### src/rtl/serial_frame_ctrl_pkg.sv
// serial_frame_ctrl_pkg
//   Shared constants and helpers for the serial frame controller.
//   SFC_WIDTH_DEF / SFC_GAP_DEF : default frame width and inter-frame gap
//   SFC_GAP_CW                  : gap counter width (covers GAP up to 15)
//   cnt_bits(n)                 : bits needed for a down-counter holding n-1
package serial_frame_ctrl_pkg;

    localparam int SFC_WIDTH_DEF = 8;
    localparam int SFC_GAP_DEF   = 2;
    localparam int SFC_GAP_CW    = 4;

    function automatic int cnt_bits(input int n);
        return (n < 2) ? 1 : $clog2(n);
    endfunction

endpackage

### src/rtl/serial_frame_ctrl.sv
// serial_frame_ctrl
//   Sequences an external PISO shift register: takes one sample through a
//   single-entry holding register, parallel-loads the PISO for one cycle,
//   strobes cs_n low for WIDTH shift cycles (MSB first), then holds cs_n high
//   for GAP idle cycles before the next frame may start.
//
//   Ports
//     clk        in   clock, rising edge
//     rst        in   synchronous active-high reset
//     en         in   allows a new frame to start from IDLE
//     s_data     in   [WIDTH] sample to serialize
//     s_valid    in   s_data valid
//     s_ready    out  holding register can accept a sample
//     sr_load    out  PISO LOAD (1 = parallel load, 0 = shift)
//     sr_pdata   out  [WIDTH] PISO parallel data
//     sr_si      out  PISO serial input, tied 0
//     cs_n       out  frame strobe, low while PISO SO carries frame bits
//     busy       out  controller not in IDLE
//     frame_done out  one-cycle pulse after the last shift cycle
//
//   state    | meaning
//   ---------+---------------------------------------------
//   ST_IDLE  | waiting for a held sample and en
//   ST_LOAD  | one cycle, PISO parallel load of hold_data
//   ST_SHIFT | WIDTH cycles, cs_n low, PISO shifting
//   ST_GAP   | GAP cycles, cs_n high before returning to IDLE
module serial_frame_ctrl
    import serial_frame_ctrl_pkg::*;
#(
    parameter int WIDTH = SFC_WIDTH_DEF,
    parameter int GAP   = SFC_GAP_DEF
) (
    input  logic             clk,
    input  logic             rst,
    input  logic             en,
    input  logic [WIDTH-1:0] s_data,
    input  logic             s_valid,
    output logic             s_ready,
    output logic             sr_load,
    output logic [WIDTH-1:0] sr_pdata,
    output logic             sr_si,
    output logic             cs_n,
    output logic             busy,
    output logic             frame_done
);

    localparam int CW = cnt_bits(WIDTH);
    localparam logic [SFC_GAP_CW-1:0] GAP_LOAD = SFC_GAP_CW'((GAP > 0) ? GAP - 1 : 0);

    typedef enum logic [1:0] {
        ST_IDLE  = 2'd0,
        ST_LOAD  = 2'd1,
        ST_SHIFT = 2'd2,
        ST_GAP   = 2'd3
    } state_t;

    state_t                state, state_nxt;
    logic [WIDTH-1:0]      hold_data;
    logic                  hold_valid;
    logic [CW-1:0]         bit_cnt;
    logic [SFC_GAP_CW-1:0] gap_cnt;
    logic                  accept;

    // The holding register frees up during LOAD, so a new sample can be
    // taken in the same cycle the current one moves into the PISO.
    assign s_ready  = !hold_valid || (state == ST_LOAD);
    assign accept   = s_valid && s_ready;
    assign sr_pdata = hold_data;
    assign sr_si    = 1'b0;

    always_comb begin
        state_nxt = state;
        sr_load   = 1'b0;
        cs_n      = 1'b1;
        busy      = 1'b1;
        case (state)
            ST_IDLE: begin
                busy = 1'b0;
                if (hold_valid && en) state_nxt = ST_LOAD;
            end
            ST_LOAD: begin
                sr_load   = 1'b1;
                state_nxt = ST_SHIFT;
            end
            ST_SHIFT: begin
                cs_n = 1'b0;
                if (bit_cnt == '0) state_nxt = (GAP == 0) ? ST_IDLE : ST_GAP;
            end
            ST_GAP: begin
                if (gap_cnt == '0) state_nxt = ST_IDLE;
            end
            default: state_nxt = ST_IDLE;
        endcase
    end

    always_ff @(posedge clk) begin
        if (rst) begin
            state      <= ST_IDLE;
            hold_data  <= '0;
            hold_valid <= 1'b0;
            bit_cnt    <= '0;
            gap_cnt    <= '0;
            frame_done <= 1'b0;
        end else begin
            state      <= state_nxt;
            frame_done <= (state == ST_SHIFT) && (bit_cnt == '0);

            // refill during LOAD takes priority over the clear
            if (accept) begin
                hold_data  <= s_data;
                hold_valid <= 1'b1;
            end else if (state == ST_LOAD) begin
                hold_valid <= 1'b0;
            end

            if (state == ST_LOAD)
                bit_cnt <= CW'(WIDTH - 1);
            else if ((state == ST_SHIFT) && (bit_cnt != '0))
                bit_cnt <= bit_cnt - 1'b1;

            // gap counter is primed throughout SHIFT so it is ready on GAP entry
            if (state == ST_SHIFT)
                gap_cnt <= GAP_LOAD;
            else if ((state == ST_GAP) && (gap_cnt != '0))
                gap_cnt <= gap_cnt - 1'b1;
        end
    end

endmodule
### config.mk
export PLATFORM = sky130hd
export DESIGN_NAME = serial_frame_ctrl
export DESIGN_NICKNAME = d
export VERILOG_FILES = /design/src/rtl/serial_frame_ctrl_pkg.sv /design/src/rtl/serial_frame_ctrl.sv
export SDC_FILE = /design/constraint.sdc
export NUM_CORES = 1
export LEC_CHECK = 0
export ABC_AREA = 1
export CAP_MARGIN = 30
export CORE_MARGIN = 2
export CORE_UTILIZATION = 39
export CTS_CLUSTER_SIZE = 28
export DETAILED_ROUTE_END_ITERATION = 16
export PLACE_DENSITY = 0.73
export REMOVE_ABC_BUFFERS = 1
export SLEW_MARGIN = 20
export SYNTH_ARGS = -nofsm -noshare
export SYNTH_HDL_FRONTEND = slang
export SYNTH_SLANG_ARGS = --single-unit
### constraint.sdc
create_clock -name clk -period 1.7 [get_ports clk]
set_clock_uncertainty 0.1 [all_clocks]
set_input_delay 0.34 -clock clk [delete_from_list [all_inputs] [get_ports clk]]
set_output_delay 0.34 -clock clk [all_outputs]
set_load 0.02 [all_outputs]
* Word-level counts from Yosys, hierarchy flattened
Cells that the tools add are included. Widths: inputs -> output; s select.
Operators by class: add/subtract/negate cells 2, eq/ne operators 6, multiplexer cells 13, reduce and logical (&&, ||, !) cells 17
Operator list (number):
- $pmux 2 s4 | 1
- $mux 1 | 7
- $mux 2 | 3
- $mux 3 | 2
- $reduce_bool 2->1 | 3
- $logic_and 1x1->1 | 5
- $eq 2x2->1 const B | 2
- $logic_not 4->1 | 1
- $ne 2x2->1 const B | 2
- $reduce_bool 4->1 | 1
- $sub 4x1->4 const B | 1
- $logic_not 3->1 | 1
- $reduce_and 3->1 | 1
- $reduce_bool 3->1 | 1
- $sub 3x1->3 const B | 1
- $eq 2x1->1 const B | 1
- $logic_not 2->1 | 1
- $ne 2x1->1 const B | 1
- $reduce_or 2->1 | 1
- $logic_not 1->1 | 1
- $logic_or 1x1->1 | 1
Word-level totals: register bits after elaboration 19, input port bits 12, output and inout port bits 14, word-level logic and storage cells 45

* Depth between registers and ports, before layout
depth in word-level cells 4, depth in mapped cells 9, mapped depth without buffers 9

* Worst setup path after synthesis
No wires, ideal clock.
path type register to register, from reg state[1], to reg hold_data[0] (netlist: sr_pdata[0]), library setup time 0.116 ns, data arrival time 1.219 ns, required time 1.484 ns, path slack 0.265 ns, cell stages (with the launch flop) 9, buffers on the path 0, clock period less this slack 1.435 ns, cell sequence dfxtp_1 -> inv_1 -> ha_1 -> inv_2 -> nand2_2 -> nand2_4 -> inv_2 -> nor2_1 -> nor2_1
Between the ends: word-level cells in the longest chain between the ends 3
Ends and longest elaborated chain:
- start: declaration | line serial_frame_ctrl.sv:57 | state_t state, state_nxt;
- start signal: assignment | line serial_frame_ctrl.sv:105 | state <= state_nxt;
- $eq 2x1->1 | line serial_frame_ctrl.sv:66 | assign s_ready = !hold_valid || (state == ST_LOAD);
- $logic_or 1x1->1 | line serial_frame_ctrl.sv:66
- named net s_ready | line serial_frame_ctrl.sv:38 | output logic s_ready,
- $logic_and 1x1->1 | line serial_frame_ctrl.sv:67 | assign accept = s_valid && s_ready;
- end signal: assignment | line serial_frame_ctrl.sv:110 | hold_data <= s_data;
- end: declaration | line serial_frame_ctrl.sv:58 | logic [WIDTH-1:0] hold_data;
The timed path passes the listed nets, and every way through them passes these cells. A chain may end at the register's enable or synchronous reset.

* Worst setup path in the final report
from reg frame_done, to out frame_done
RTL lines:
- start: declaration | line serial_frame_ctrl.sv:44 | output logic frame_done
- start signal: assignment | line serial_frame_ctrl.sv:106 | frame_done <= (state == ST_SHIFT) && (bit_cnt == '0);
No word-level cell between the ends.

==> reports/qor.csv <==
metric;value;unit
grt_pass1_vias;837;
cp-start-kind;flip-flop;
num_antenna_cells;0;
cap_violations;0;
path_cells;clkdlybuf4s50_1;
place_hpwl;1.47;mm
die_w;52.8;um
antenna_found_initial;0;
cellPowerDensity;1540;nW/um^2
clkTransAtPathRegs;0.11;ns
ant_nets;0;
fin_util;58.0;%
yosysMostFrequentCell;nor2_1;
crit_path_end_kind;output port;
vias;858;
core-area;2230;um^2
dr_wl_met2;881;um
routedWlPerCell;9.66;um
cts_sinks;19;
slew_viol_final;0;
timing.hold.ws;0.387;ns
insertion_delay;0.29;ns
dr.pass1.iters;4;
gp_congestion;0.818;
synth_area;927;um^2
holdBufCountCts;0;
yosysTopAreaCellShare;41.0;%
regArea;384;um^2
io_pins;26;
cp_max_fo;1;
drt_wl_total;1.83;mm
path_delay_family;buffers and inverters;
synthCells;125;
rsz0062_at_grt;no;
fmax;611;MHz
fill_cells;217;
ys_warn_count;0;
crit_arrival;1.20;ns
yosysTopAreaCell;dfxtp_1;
numCtsBuffers;3;
finalHoldViolCount;0;
viasPerCell;4.54;
drive_gt1_share;19.9;%
cp_num_buf_inv;1;
yosys-top-cells-count;nor2_1, dfxtp_1, nand2_1;
async_reset_ff_share;0;%
max_stage_delay;0.59;ns
power_leakage;0.692;nW
finalNetCount;181;
final_cell_area;1290;um^2
io_buffers;24;
critPathSlowestCell;clkdlybuf4s50_1;
num_rows;17;
track_usage;15.4;%
placed_cell_area;1260;um^2
synth.avg_cell_area;7.42;um^2
dieArea;2780;um^2
grt_overflow_total;0;
hold_class;flip-flop to flip-flop;
setup_viol;0;
drc;0;
cts_tree;done;
synth.area.top_cells;dfxtp_1, nor2_1, ha_1;
synth_flop_cell;dfxtp_1;
status;finished clean;
ir_drop;823;uV
ys_seq_area_share;41.0;%
wl_met3;117;um
dpl.cell_count;185;
ys_ff_latch;19;
grt_pass1_wl;3.17;mm
period_share;96.3;%
grt_max_degree;12;
cts_root_buffer;clkbuf_4;
worstSetupPathType;flip-flop to output port;
ys_types;21;
clockBufferDepth;2;
timing.final.crit_period;1.64;ns
die_h;52.8;um
synth_edf_count;0;
cp.required;1.26;ns
top_layer_used;met4;
area_growth;39.7;%
final_cells;189;
floorplan.initialDensity;41.5;%
total_power;1.99;mW
clock_tree.htree_level_count;1;
drtIter0Drc;9;
multi_input_area;477;um^2
drt-met1-wl;813;um
[where the power goes]
group	switching [mW]	internal, mW	total, mW
clock	0.139	0.0873	0.226
sequential	0.0677	0.560	0.627
combinational	0.624	0.516	1.14
total	0.830	1.16	1.99
[cell usage in the layout, fill, tap and decap left out, types with 3 or more instances in the layout]
cell / count
dlymetal6s2s_1: 3
buf_4: 10
o21ai_0: 8
a21oi_1: 7
nand3_1: 5
clkdlybuf4s50_1: 12
nand2_4: 3
clkbuf_4: 3
dfxtp_1: 18
dlygate4sd2_1: 5
nand2_1: 19
nor2_1: 26
inv_2: 3
inv_1: 14
buf_2: 3
ha_1: 6
nand2_2: 4
[what timing repair did]
action	CTS	global route
endpoints found under the setup margin	9	4
endpoints found under the hold margin	0	0
pin swaps	0	0
setup buffers	0	0
gates resized for setup	22	4
[path summary, 6_finish.rpt]
path / endpoint / from / cells past startpoint / slack, ns
setup / recovery: frame_done / frame_done / 1 / 0.06
hold / removal: sr_pdata[6] / sr_pdata[6] / 2 / 0.39
hold reg to reg: sr_pdata[6] / sr_pdata[6] / 2 / 0.39
setup reg to reg: sr_pdata[3] / state[1] / 9 / 0.31
[kinds of logic (layout without fill, tap and decap cells)]
| family | count (synthesis) | count (layout) | synth area share [%] |
|---|---|---|---|
| AO/OA/AOI/OAI | 17 | 17 | 9.72 |
| AND/OR/NAND/NOR | 61 | 61 | 30.5 |
| flip-flops | 19 | 19 | 41.0 |
| other | 1 | 1 | 0.404 |
| buffers and inverters | 20 | 56 | 8.91 |
| adder cells (fa/ha/maj) | 7 | 7 | 9.45 |
[metrics by stage]
| stage | worst slack (ns) | TNS (ns) |
|---|---|---|
| floorplan | 0.265 | 0 |
| global placement | -0.0794 | -0.107 |
| detailed placement | -0.103 | -0.193 |
| CTS | 0.00260 | 0 |
| global route | 0.00151 | 0 |
| finish | 0.0633 | 0 |
[metal layers]
| layer | GRT usage, % | vias to the layer above |
|---|---|---|
| met1 | 16.3 | 378 |
| li1 | - | 454 |
| met5 | 0 | - |
| met2 | 28.3 | 24 |
| met3 | 4.86 | 2 |
| met4 | 5.13 | 0 |
[area by class of cell]
cell class / instances / area share, %
tap: 28 / 2.71
timing repair buffer: 34 / 23.3
multi-input combinational: 86 / 36.8
inverter: 18 / 5.41
sequential: 19 / 29.7
clock inverter: 1 / 0.386
clock buffer: 3 / 1.74
[flip-flops by register name, indices dropped and copies added, names as in the netlist]
name        count
frame_done      1
sr_pdata        8
hold_valid      1
bit_cnt         3
state           2
gap_cnt         4
(Power assumes the default switching activity.)
